<file path="config.mk">
export PLATFORM = sky130hd
export DESIGN_NAME = sap_controller_sequencer
export DESIGN_NICKNAME = d
export VERILOG_FILES = /design/src/rtl/sap_controller_sequencer.sv
export SDC_FILE = /design/constraint.sdc
export NUM_CORES = 1
export LEC_CHECK = 0
export BUFFER_PORTS_ARGS = -buffer_cell sky130_fd_sc_hd__buf_2
export CORE_AREA = 5 5 42 44
export CTS_CLUSTER_SIZE = 16
export DETAILED_ROUTE_END_ITERATION = 10
export DIE_AREA = 0 0 47 49
export GPL_TIMING_DRIVEN = 0
export SETUP_SLACK_MARGIN = 0.5
export SYNTH_ARGS = -nofsm -noshare
export SYNTH_HDL_FRONTEND = slang
export SYNTH_SLANG_ARGS = --single-unit
</file>
<file path="constraint.sdc">
create_clock -name clk -period 2.3 [get_ports clk]
set_input_delay 0.115 -clock clk [delete_from_list [all_inputs] [get_ports clk]]
set_output_delay 0.115 -clock clk [all_outputs]
set_load 0.02 [all_outputs]
</file>
<file path="src/rtl/sap_controller_sequencer.sv">
// SAP-1 control sequencer: falling-edge one-hot T-state ring plus Moore control-word decode.
// Optional SAP_VAR_CYCLE_EN: instructions return to T1 right after their last active state.
module sap_controller_sequencer (
  input  logic       clk,
  input  logic       clr_n,
  input  logic [3:0] opcode,
  output logic [5:0] t_state,
  output logic       pc_out_en,
  output logic       pc_inc,
  output logic       mar_load,
  output logic       ram_out_en,
  output logic       ir_load,
  output logic       ir_out_en,
  output logic       a_load,
  output logic       a_out_en,
  output logic       b_load,
  output logic       alu_sub,
  output logic       alu_out_en,
  output logic       out_load,
  output logic       halt
);

  localparam int unsigned T_W  = 6;
  localparam int unsigned OP_W = 4;

  localparam logic [OP_W-1:0] OP_LDA = OP_W'(4'b0000);
  localparam logic [OP_W-1:0] OP_ADD = OP_W'(4'b0001);
  localparam logic [OP_W-1:0] OP_SUB = OP_W'(4'b0010);
  localparam logic [OP_W-1:0] OP_OUT = OP_W'(4'b1110);
  localparam logic [OP_W-1:0] OP_HLT = OP_W'(4'b1111);

  typedef enum logic [T_W-1:0] {
    T1 = T_W'(6'b000001),
    T2 = T_W'(6'b000010),
    T3 = T_W'(6'b000100),
    T4 = T_W'(6'b001000),
    T5 = T_W'(6'b010000),
    T6 = T_W'(6'b100000)
  } t_state_e;

  t_state_e state_q;
  t_state_e state_d;

  logic op_lda;
  logic op_add;
  logic op_sub;
  logic op_out;
  logic op_hlt;
  logic op_alu;

  assign op_lda = (opcode == OP_LDA);
  assign op_add = (opcode == OP_ADD);
  assign op_sub = (opcode == OP_SUB);
  assign op_out = (opcode == OP_OUT);
  assign op_hlt = (opcode == OP_HLT);
  assign op_alu = op_add | op_sub;

  // Ring register advances on the falling edge so controls settle before the datapath's rising edge.
  always_ff @(negedge clk or negedge clr_n) begin
    if (!clr_n) begin
      state_q <= T1;
    end else begin
      state_q <= state_d;
    end
  end

  // Next ring state: rotate left, freeze at T4 on HLT, optional early return to T1.
  always_comb begin
    state_d = T1;
    unique case (state_q)
      T1: state_d = T2;
      T2: state_d = T3;
      T3: state_d = T4;
      T4: begin
        if (op_hlt) begin
          state_d = T4;
        end else begin
`ifdef SAP_VAR_CYCLE_EN
          state_d = (op_lda || op_alu) ? T5 : T1;
`else
          state_d = T5;
`endif
        end
      end
      T5: begin
`ifdef SAP_VAR_CYCLE_EN
        state_d = op_alu ? T6 : T1;
`else
        state_d = T6;
`endif
      end
      T6: state_d = T1;
      default: state_d = T1;
    endcase
  end

  // Control word decode from the current T-state and opcode.
  always_comb begin
    pc_out_en  = 1'b0;
    pc_inc     = 1'b0;
    mar_load   = 1'b0;
    ram_out_en = 1'b0;
    ir_load    = 1'b0;
    ir_out_en  = 1'b0;
    a_load     = 1'b0;
    a_out_en   = 1'b0;
    b_load     = 1'b0;
    alu_sub    = 1'b0;
    alu_out_en = 1'b0;
    out_load   = 1'b0;
    halt       = 1'b0;
    unique case (state_q)
      T1: begin
        pc_out_en = 1'b1;
        mar_load  = 1'b1;
      end
      T2: pc_inc = 1'b1;
      T3: begin
        ram_out_en = 1'b1;
        ir_load    = 1'b1;
      end
      T4: begin
        if (op_lda || op_alu) begin
          ir_out_en = 1'b1;
          mar_load  = 1'b1;
        end else if (op_out) begin
          a_out_en = 1'b1;
          out_load = 1'b1;
        end else if (op_hlt) begin
          halt = 1'b1;
        end
      end
      T5: begin
        if (op_lda) begin
          ram_out_en = 1'b1;
          a_load     = 1'b1;
        end else if (op_alu) begin
          ram_out_en = 1'b1;
          b_load     = 1'b1;
          alu_sub    = op_sub;
        end
      end
      T6: begin
        if (op_alu) begin
          alu_out_en = 1'b1;
          a_load     = 1'b1;
          alu_sub    = op_sub;
        end
      end
      default: ;
    endcase
  end

  assign t_state = state_q;

endmodule

</file>
==> PnR_summary.wiki <==
{| class="wikitable"
! Metric !! Value
|-
| Number of detailed-route iterations in the first pass || 4
|-
| R2R depth || 4
|-
| Row count || 14
|-
| Number of buffers on the longest clock path || 2
|-
| Sum of overflow across all layers after global routing || 0
|-
| Ys flop type || dfrtn_1
|-
| Global-route wire length before repair || 2170 um
|-
| Via count normalized by instance count || 4.91
|-
| Switching share of total power || 39.2%
|-
| Deepest level of the CTS H-tree || 1
|-
| Flip-flop count of the largest register, all copies and words added || 6
|-
| Post-Syn Nets || 57
|-
| Seq pwr share || 20.7%
|-
| Floorplan die width || 47 um
|-
| Slew Limit Headroom || around 77%
|-
| Number of top-level pins || 25
|-
| Power share of the clock group || around 13%
|-
| Hold Crit Class || register to register
|-
| Cell at the root of the clock tree || clkbuf_4
|-
| Violations in the final reports || negative setup slack
|-
| Mean area per synthesized cell || approximately 8.4 um2
|-
| Flip-flop and latch count after synthesis || 6
|-
| Setup repair after global routing missed its margin || true
|-
| DP Cell Count || 91
|-
| Total Routed Length || ~1400 um
|-
| Hold path startpoint || t_state[0]
|-
| Gpl congestion || 0.662
|-
| First DRT Iteration DRCs || 4
|-
| Num CTS Buffers || 3
|-
| Post-route insts no fill || 110
|-
| Remaining design rule violation count || 0
|-
| Count of different cell masters after synthesis || 24
|-
| Overall die height || ~50 um
|-
| Hold Path Cell Cnt || 1
|-
| Kind of capture point of the worst setup path || primary output
|-
| Crit Path Class || register to primary output
|-
| Final net count || 101
|-
| Worst path setup slack after routing || -0.686 ns
|-
| Setup clock skew after layout || around 0.045 ns
|-
| Worst IR Drop VDD || 0.418 mV
|-
| Standard cell core area || between 1000 and 1500 um2
|-
| Antenna violations before repair || 0
|-
| GRT Resource Usage Total || roughly an eighth
|-
| Die Area || ~2300 um2
|-
| Total vias in the final route || 540
|-
| Number of flops mapped to enable cells by yosys || 0
|-
| Clock Latency Late Sink || 0.30 ns
|-
| CTS Hold Bufs || 0
|-
| Final Setup Violations || 15
|-
| Fill cells || about 130
|-
| Share of the synthesized area in the top cell type || 29.2%
|-
| Comb power frac || 66.5%
|-
| Power per Cell Area || 1060 nW/um2
|-
| Maximum number of pins on one net before global-route repair || 8
|-
| Slew Viols, Final || 0
|-
| Register area share after synthesis || 35.3%
|-
| Instance count of the mapped netlist || 51
|-
| Clk pin slew, worst setup/hold paths || approximately 0.040 ns
|-
| Leakage power of the design || 0.425 nW
|-
| Diodes inserted || 0
|-
| Highest net fanout along the worst path || 3
|-
| Cell area after synthesis || 429 um2
|-
| Via count of the first global-routing pass || 524
|-
| Slew at the pin closest to its max-slew limit || 0.337 ns
|-
| Worst Hold Endpoint || t_state[2]
|-
| Switching pwr || roughly 0.36 mW
|-
| Layout area overhead || 100%
|-
| Estimated wirelength of the detail-placed design || 903 um
|-
| Clock tree sinks || 6
|-
| CTS tree || built
|-
| Data arrival at the endpoint of the critical path || 2.87 ns
|-
| Register-to-Register Setup Slack || between 0.8 and 0.9 ns
|-
| R2R Path End || t_state[0]
|-
| Setup WS pre-CTS || -0.564 ns
|-
| Count of buffers from port buffering || 24
|-
| Reg-to-Reg Start || t_state[0]
|-
| Count of warnings emitted by yosys || 0
|-
| Ranking of synthesized cells by area || dfrtn_1 29%, nor2_1 7.0%, dfstp_2 6.1%
|-
| Wire length per cell after detailed routing || 12.6 um
|-
| Largest area contributor in the netlist || dfrtn_1
|-
| Max-cap check violation count || 0
|-
| Status || complete, but fails checks
|-
| Endpoint required time on the critical path || 2.18 ns
|-
| Sort of element at the start of the critical path || register
|-
| Fraction of layout instances using a drive strength above 1 || 63.8%
|-
| Starting density of the core || a little under a third
|-
| Count of nets left with antenna violations after detail routing || 0
|-
| Internal Dissipation || roughly 0.55 mW
|-
| Fraction of registers with async set/reset || 100%
|-
| Hold violation total from the final report || 0
|}
-- metal layers --
| layer | share of wire, % | track usage (%) | vias to the layer above | wire [um] |
|---|---|---|---|---|
| met5 | 0 | 0 | - | 0 |
| met4 | 2.0 | 6.91 | 0 | 28 |
| met3 | 6.1 | 3.32 | 2 | 84 |
| met2 | 51 | 21.3 | 18 | 704 |
| met1 | 41 | 14.7 | 253 | 564 |
| li1 | - | - | 267 | - |
-- critical path, stage by stage, from the launching register on --
cell and delay [ns]:
dfrtn_1 0.36, or4_4 0.58, nor3b_4 0.24, o21bai_4 0.16
buf_6 0.13
-- cell usage after synthesis, types with 2 or more instances --
cell type,count
nor3b_1,2
nor4bb_1,2
o21ai_0,2
nand3_1,2
nor3_1,2
nor2b_1,4
nand2_1,5
inv_1,4
nor2_1,8
nand4b_1,2
dfrtn_1,5
-- kinds of logic (layout without fill, tap and decap cells) --
family                 Yosys count  after routing  synth area share [%]
AND/OR/NAND/NOR                 31             31                  45.5
AO/OA/AOI/OAI                    8              8                  12.0
flip-flops                       6              6                  35.3
buffers and inverters            5             48                  5.25
XOR/XNOR                         1              1                  2.04
-- power groups by stage --
stage	logic (mW)	clock network (mW)	registers, mW
after floorplan	0.233	0.00544	0.225
after global placement	0.360	0.00544	0.197
after detailed placement	0.363	0.00544	0.198
after CTS	0.533	0.118	0.177
after global routing	0.648	0.123	0.194
final	0.605	0.116	0.188
-- metrics by stage --
stage / cell area (um2) / utilization (%) / total power [mW] / TNS (ns) / hold slack [ns]
finish: 860 / 61.3 / 0.910 / -7.25 / 0.574
global route: 860 / 61.3 / 0.964 / -8.46 / 0.591
CTS: 798 / 57.0 / 0.828 / -7.20 / 0.549
detailed placement: 616 / 43.9 / 0.566 / -4.80 / 0.537
global placement: 616 / 43.9 / 0.563 / -4.71 / 0.531
floorplan: 475 / - / 0.463 / -4.26 / 0.267
-- repair_timing --
action	4_1_cts	5_1_grt
buffers inserted	12	3
endpoints found under the setup margin	19	19
cloned	0	0
pin swaps	5	4
gates resized for setup	21	11
-- cells in the final DEF (no fill, tap or decap), types with 2 or more instances in the layout --
| cell type | netlist | routed |
|---|---|---|
| inv_1 | 4 | 3 |
| buf_4 | 1 | 16 |
| nor2_4 | 0 | 2 |
| nand3_1 | 2 | 2 |
| nand2_1 | 5 | 5 |
| nor2b_1 | 4 | 4 |
| buf_2 | 0 | 11 |
| nor2_2 | 0 | 3 |
| nand4b_1 | 2 | 2 |
| buf_6 | 0 | 13 |
| dfrtn_1 | 5 | 5 |
| nor2_1 | 8 | 3 |
| nor3b_1 | 2 | 2 |
| clkbuf_4 | 0 | 3 |
-- layout make-up --
| type | count | area [um2] | share of cell area [%] |
|---|---|---|---|
| timing repair buffer | 39 | 314 | 36.5 |
| clock buffer | 4 | 26.3 | 3.06 |
| inverter | 3 | 11.3 | 1.31 |
| tap | 16 | 20.0 | 2.33 |
| sequential | 6 | 151 | 17.6 |
| clock inverter | 1 | 3.75 | 0.437 |
| buffer | 1 | 7.51 | 0.873 |
| multi-input combinational | 40 | 325 | 37.8 |
-- worst max path at each step --
| stage | from | end | depth (start not counted) |
|---|---|---|---|
| detailed placement | t_state[1] | out_load | 5 |
| global placement | t_state[1] | out_load | 5 |
| CTS | t_state[5] | mar_load | 4 |
| global route | t_state[3] | out_load | 5 |
| finish | t_state[5] | mar_load | 4 |
| floorplan | t_state[3] | mar_load | 3 |
Note: power is estimated with default switching activity, not from simulation.
